--- src/rtl/weight_fetch.sv ---
// weight_fetch: burst read initiator for one weight ROM port. It issues sequential addresses with credit-limited outstanding reads and returns the words in order through a small FIFO.
// Optional feature: define WEIGHT_FETCH_STRIDE_EN to add a per-command address stride input (cmd_stride).
module weight_fetch #(
    parameter int W_DATA          = 3,
    parameter int W_ADDR          = 12,
    parameter int W_CNT           = 12,
    parameter int MAX_OUTSTANDING = 4
) (
    input  logic              clk,
    input  logic              rst,
    input  logic              cmd_valid,
    output logic              cmd_ready,
    input  logic [W_ADDR-1:0] cmd_base,
    input  logic [W_CNT-1:0]  cmd_len,
`ifdef WEIGHT_FETCH_STRIDE_EN
    input  logic [W_ADDR-1:0] cmd_stride,
`endif
    output logic              addr1_valid,
    input  logic              addr1_ready,
    output logic [W_ADDR-1:0] addr1_data,
    input  logic              data1_valid,
    output logic              data1_ready,
    input  logic [W_DATA-1:0] data1,
    output logic              out_valid,
    input  logic              out_ready,
    output logic [W_DATA-1:0] out_data,
    output logic              out_last,
    output logic              busy
);

    localparam int PW = $clog2(MAX_OUTSTANDING);
    localparam int OW = PW + 1;
    localparam logic [W_CNT-1:0] CNT_ONE = W_CNT'(1);
    localparam logic [PW:0]      PTR_ONE = (PW + 1)'(1);
    localparam logic [OW-1:0]    OUT_ONE = OW'(1);
    localparam logic [OW-1:0]    OUT_MAX = OW'(MAX_OUTSTANDING);

    typedef enum logic [1:0] {IDLE, ISSUE, DRAIN} state_t;

    state_t              state, state_next;
    logic [W_ADDR-1:0]   addr_q;
    logic [W_ADDR-1:0]   stride;
    logic [W_CNT-1:0]    len_q, issue_cnt, out_cnt;
    logic [OW-1:0]       outstanding;
    logic [W_DATA-1:0]   mem [MAX_OUTSTANDING];
    logic [PW:0]         wr_ptr, rd_ptr;
    logic                fifo_empty, fifo_full;
    logic                cmd_start, addr_fire, push, pop, last_issue;

    // cmd_ready is qualified by rst so it reads low for the whole reset pulse.
    assign cmd_ready   = (state == IDLE) && rst;
    assign cmd_start   = cmd_valid && cmd_ready && (cmd_len != '0);
    assign addr1_valid = (state == ISSUE) && (outstanding < OUT_MAX);
    assign addr1_data  = addr_q;
    assign addr_fire   = addr1_valid && addr1_ready;
    assign last_issue  = (issue_cnt == len_q - CNT_ONE);

    assign fifo_empty  = (wr_ptr == rd_ptr);
    assign fifo_full   = (wr_ptr[PW] != rd_ptr[PW]) && (wr_ptr[PW-1:0] == rd_ptr[PW-1:0]);
    assign data1_ready = (state != IDLE) && !fifo_full;
    assign push        = data1_valid && data1_ready;
    assign out_valid   = !fifo_empty;
    assign out_data    = out_valid ? mem[rd_ptr[PW-1:0]] : '0;
    assign out_last    = out_valid && (out_cnt == len_q - CNT_ONE);
    assign pop         = out_valid && out_ready;
    assign busy        = (state != IDLE);

`ifdef WEIGHT_FETCH_STRIDE_EN
    logic [W_ADDR-1:0] stride_q;
    always_ff @(posedge clk or negedge rst) begin
        if (!rst)           stride_q <= '0;
        else if (cmd_start) stride_q <= cmd_stride;
    end
    assign stride = stride_q;
`else
    assign stride = W_ADDR'(1);
`endif

    // NOTE: every output of a combinational block gets a default first, otherwise a missed branch infers a latch.
    always_comb begin
        state_next = state;
        case (state)
            IDLE:    if (cmd_start)              state_next = ISSUE;
            ISSUE:   if (addr_fire && last_issue) state_next = DRAIN;
            DRAIN:   if (pop && out_last)        state_next = IDLE;
            default:                             state_next = IDLE;
        endcase
    end

    // NOTE: clocked state uses non-blocking assignments so every register samples pre-edge values.
    always_ff @(posedge clk or negedge rst) begin
        if (!rst) begin
            state       <= IDLE;
            addr_q      <= '0;
            len_q       <= '0;
            issue_cnt   <= '0;
            out_cnt     <= '0;
            outstanding <= '0;
            wr_ptr      <= '0;
            rd_ptr      <= '0;
        end else begin
            state <= state_next;
            if (cmd_start) begin
                addr_q    <= cmd_base;
                len_q     <= cmd_len;
                issue_cnt <= '0;
                out_cnt   <= '0;
            end else begin
                if (addr_fire) begin
                    addr_q    <= addr_q + stride;
                    issue_cnt <= issue_cnt + CNT_ONE;
                end
                if (pop) out_cnt <= out_cnt + CNT_ONE;
            end
            // A credit is held from address issue until the word leaves on out.
            case ({addr_fire, pop})
                2'b10:   outstanding <= outstanding + OUT_ONE;
                2'b01:   outstanding <= outstanding - OUT_ONE;
                default: outstanding <= outstanding;
            endcase
            if (push) wr_ptr <= wr_ptr + PTR_ONE;
            if (pop)  rd_ptr <= rd_ptr + PTR_ONE;
        end
    end

    // NOTE: FIFO storage is not reset; the pointers alone define which entries are valid.
    always_ff @(posedge clk) begin
        if (push) mem[wr_ptr[PW-1:0]] <= data1;
    end

endmodule
--- config.mk ---
export PLATFORM = sky130hd
export DESIGN_NAME = weight_fetch
export DESIGN_NICKNAME = d
export VERILOG_FILES = /design/src/rtl/weight_fetch.sv
export SDC_FILE = /design/constraint.sdc
export NUM_CORES = 1
export LEC_CHECK = 0
export BUFFER_PORTS_ARGS = -buffer_cell sky130_fd_sc_hd__buf_4
export CAP_MARGIN = 20
export CORE_ASPECT_RATIO = 0.8
export CORE_MARGIN = 1
export CORE_UTILIZATION = 58
export CTS_CLUSTER_SIZE = 14
export DETAILED_ROUTE_END_ITERATION = 10
export PLACE_DENSITY = 0.89
export RECOVER_POWER = 50
export SKIP_CTS_REPAIR_TIMING = 1
export SLEW_MARGIN = 20
export SYNTH_ARGS = -nofsm -noshare
export SYNTH_HDL_FRONTEND = slang
export SYNTH_SLANG_ARGS = --single-unit
--- constraint.sdc ---
create_clock -name clk -period 3.77 [get_ports clk]
set_clock_uncertainty 0.15 [all_clocks]
set_input_delay 0.377 -clock clk [delete_from_list [all_inputs] [get_ports clk]]
set_output_delay 0.377 -clock clk [all_outputs]
set_load 0.01 [all_outputs]
==> qor.yml <==
logic_synthesis:
  yosys_warnings: 0
  synthesis.area_per_instance_sq_um: 9.62
  synth_top_cell_area_share_pct: 35.7
  synthMostInstantiatedCell: "sky130_fd_sc_hd__nand2_1"
  most_used_flip_flop_cell_after_synthesis: "sky130_fd_sc_hd__dfrtp_1"
  post_synth_instance_area_sq_um: 4140
  synthCells: 430
  synthMuxAreaShare_pct: 2.42
  post_synthesis_adder_cell_area_fraction_pct: 3.51
  synth_compound_gate_area_share_pct: 8.17
  xor_xnor_portion_of_the_synthesized_cell_area_pct: 14.5
  sequential_element_share_of_the_synthesized_area_pct: 44.4
  yosys.area_share.simple_pct: 22.6
  synth_enable_flop_cells: 12
  synthArstFlopShare_pct: 83.1
  ys_top_cells_by_count: "60 x sky130_fd_sc_hd__nand2_1, 59 x sky130_fd_sc_hd__dfrtp_1, 36 x sky130_fd_sc_hd__nor2_1"
  largest_family_of_logic_cells_by_synthesized_area: "simple AND/OR/NAND/NOR gates"
  yosysUniqueCellTypes: 58
  synth_seq_cells: 71
  synth.area.top_cells: "sky130_fd_sc_hd__dfrtp_1 36%, sky130_fd_sc_hd__edfxtp_1 8.7%, sky130_fd_sc_hd__xnor2_1 7.4%, sky130_fd_sc_hd__xor2_1 6.6%, sky130_fd_sc_hd__nand2_1 5.4%"
  postSynthNetCount: 474
  synth_top_cell_by_area: "sky130_fd_sc_hd__dfrtp_1"
power:
  internal_pwr_total_uw: 1540
  clock_network_fraction_of_design_power_pct: 25.9
  power.density_nw_per_um2: 497
  seq_power_share_pct: 45.0
  power.combinational.fraction_pct: 29.1
  irDropWorstVdd_uv: 468
  sw_frac_of_total_pct: 33.7
  power_leakage_uw: 0.00205
  net-switching-power_uw: 786
grt:
  globalRouteOverflowTotal: 0
  track_usage_pct: 28.5
  antenna_violations_before_repair: 0
  via_count_of_the_first_global_routing_pass: 3325
  grt_pass1_wl_mm: 16.1
  pin_count_of_the_biggest_net_entering_global_routing: 60
hold_path:
  holdPathStages: 3
  worst_hold_path_type: "primary input to register"
  timing.hold.worst.start: "cmd_base[6]"
  min_to: "addr1_data[6]"
critical_path:
  timing.critical_path.arrival_ps: 2990
  startpoint_type: "register"
  worst-setup-path-type: "register to output port"
  crit_fanout: 7
  reg2reg_from: "len_q[0]"
  worst-r2r-cell-count: 8
  critical_path.endpoint_type: "output port"
  worst-endpoint-required_ps: 3240
  timing.reg2reg.setup_slack_ps: 1010
  timing.rr.end: "state[1]"
floorplan:
  std_cell_rows: 27
  die_span_x_um: 96.4
  initial_core_util_pct: 60.0
  design.die.area_sq_um: 7480
  core_area_sq_um: 6890
  boundaryPins: 54
  height_of_the_die_um: 77.5
route:
  routed_wl_mm: 9.49
  vias: 3307
  drtIter0Drc: 169
  drt_first_pass_iters: 4
  viasPerCell: 5.84
  route.antenna.remaining_nets: 0
  drc_errors: 0
  detail_routed_net_length_per_standard_cell_um: 16.8
placement:
  place.gp.congestion: 0.917
  dpl-instance-area_sq_um: 4550
  place_ws_ps: 670
  post-place-cells: 550
  detailed_place_hpwl_mm: 7.00
  port_buffers: 53
timing:
  finalMaxSlewViolations: 0
  timing.final.setup_violations: 0
  fin_crit_sh_pct: 93.3
  report.final.hold_viol_count: 0
  post-route-min-period_ps: 3520
  fin_ws_ps: 252
  slew_headroom_pct: 2.98
  grt_setup_unrepaired: "no"
  totalNegativeSetupSlack_ps: 0
  slew_of_the_pin_with_the_lowest_slew_margin_ps: 1460
  fmax_mhz: 284
clock_tree:
  clk-insertion-delay-late_ps: 350
  ctsLongestPathBuffers: 2
  root_cell_of_the_clock_tree: "sky130_fd_sc_hd__clkbuf_8"
  clkSlewWorstSetupHoldPaths_ps: 80
  cts-buffers-inserted: 9
  cts_htree_levels: 3
  tritoncts: "yes"
  clock_sinks: 71
run:
  drv_cap: 0
status:
  status: "complete, no violations"
final_layout:
  finish.cell_count_without_fillers: 566
  syn_to_final_growth_pct: 13.3
  n_fill_cell: 537
  layout-drive-gt1-share_pct: 15.4
  finalNetCount: 518
  antennaDiodeCount: 0
  final_design_area_no_fill_sq_um: 4690
-- power by group through the flow --
stage	clock, uW	combinational [uW]	sequential [uW]
global route	650	752	1070
CTS	617	684	1050
floorplan	0	490	989
global placement	0	638	1050
detailed placement	0	668	1060
finish	604	679	1050
-- area by class of cell --
| type | instances | area, sq um | area share [%] |
|---|---|---|---|
| clock inverter | 7 | 72.6 | 1.55 |
| tap | 87 | 109 | 2.32 |
| sequential | 71 | 1840 | 39.2 |
| multi-input combinational | 321 | 2120 | 45.3 |
| inverter | 15 | 56.3 | 1.20 |
| clock buffer | 9 | 124 | 2.64 |
| timing repair buffer | 56 | 365 | 7.79 |
-- layer usage --
metal  track usage, %  vias to the layer above  wire length [um]
met4             9.71                        0               168
met5                0                        -                 0
li1                 -                     1585                 -
met2             45.1                      101              4570
met3             5.78                       18               569
met1             39.0                     1603              4180
-- worst max-delay path by stage --
stage	startpoint	end	slack (ps)	depth (start not counted)
finish	len_q[0]	out_last	250	9
global route	len_q[0]	out_last	3	9
CTS	len_q[0]	out_last	280	9
detailed placement	len_q[0]	out_last	670	9
global placement	len_q[0]	out_last	800	9
floorplan	len_q[0]	out_last	880	8
-- sequential cells by signal (all words and copies together), names as in the netlist --
signal	cells
issue_cnt	12
out_cnt	12
addr1_data	12
len_q	12
outstanding	3
wr_ptr	3
rd_ptr	3
state	2
mem	12
-- kinds of logic (layout without fill, tap and decap cells) --
family,count (synthesis),in the layout
and+or+nand+nor,183,183
DFF,71,71
xor gates and xnor gates,67,67
AOI/OAI and AO/OA,54,54
buffers and inverters,38,87
adders and majority gates,11,11
muxes,6,6
-- critical path: stages, from the launching register on --
cell                       delay [ps]
sky130_fd_sc_hd__dfrtp_1          450
sky130_fd_sc_hd__inv_1            120
sky130_fd_sc_hd__ha_1             260
sky130_fd_sc_hd__or3b_1           500
sky130_fd_sc_hd__nor3_1           320
sky130_fd_sc_hd__xnor2_1          200
sky130_fd_sc_hd__nor4b_1          260
sky130_fd_sc_hd__nor4bb_1         220
sky130_fd_sc_hd__and3_1           180
sky130_fd_sc_hd__buf_4            110
-- per-stage QoR --
stage | hold WS, ps | util (%) | power (uW)
global placement | 310 | 66.0 | 1680
CTS | 62.6 | 68.8 | 2350
floorplan | -68.6 | - | 1480
finish | 77.2 | 68.0 | 2330
global route | 76.4 | 68.0 | 2470
detailed placement | 322 | 66.0 | 1730
-- placed cells by master (no fill, tap or decap), types with 3 or more instances in the layout --
master                     count
sky130_fd_sc_hd__clkbuf_8      9
sky130_fd_sc_hd__o22ai_1       3
sky130_fd_sc_hd__a31oi_1       4
sky130_fd_sc_hd__inv_1        15
sky130_fd_sc_hd__or2_2         3
sky130_fd_sc_hd__a21oi_1       8
sky130_fd_sc_hd__a211oi_1      3
sky130_fd_sc_hd__nand2_1      60
sky130_fd_sc_hd__and3_1       11
sky130_fd_sc_hd__or4_1         3
sky130_fd_sc_hd__nor3_1       10
sky130_fd_sc_hd__buf_4        41
sky130_fd_sc_hd__nor2_1       36
sky130_fd_sc_hd__o21ai_0      23
sky130_fd_sc_hd__xnor2_1      35
sky130_fd_sc_hd__ha_1         10
sky130_fd_sc_hd__nor4_1        5
sky130_fd_sc_hd__or3_1         6
sky130_fd_sc_hd__xor2_1       31
sky130_fd_sc_hd__nand4_1      15
sky130_fd_sc_hd__nand3_1      10
sky130_fd_sc_hd__and2_1        6
sky130_fd_sc_hd__edfxtp_1     12
sky130_fd_sc_hd__dfrtp_1      59
sky130_fd_sc_hd__mux4_2        3
sky130_fd_sc_hd__clkbuf_1     14
Note: power is estimated with default switching activity, not from simulation.
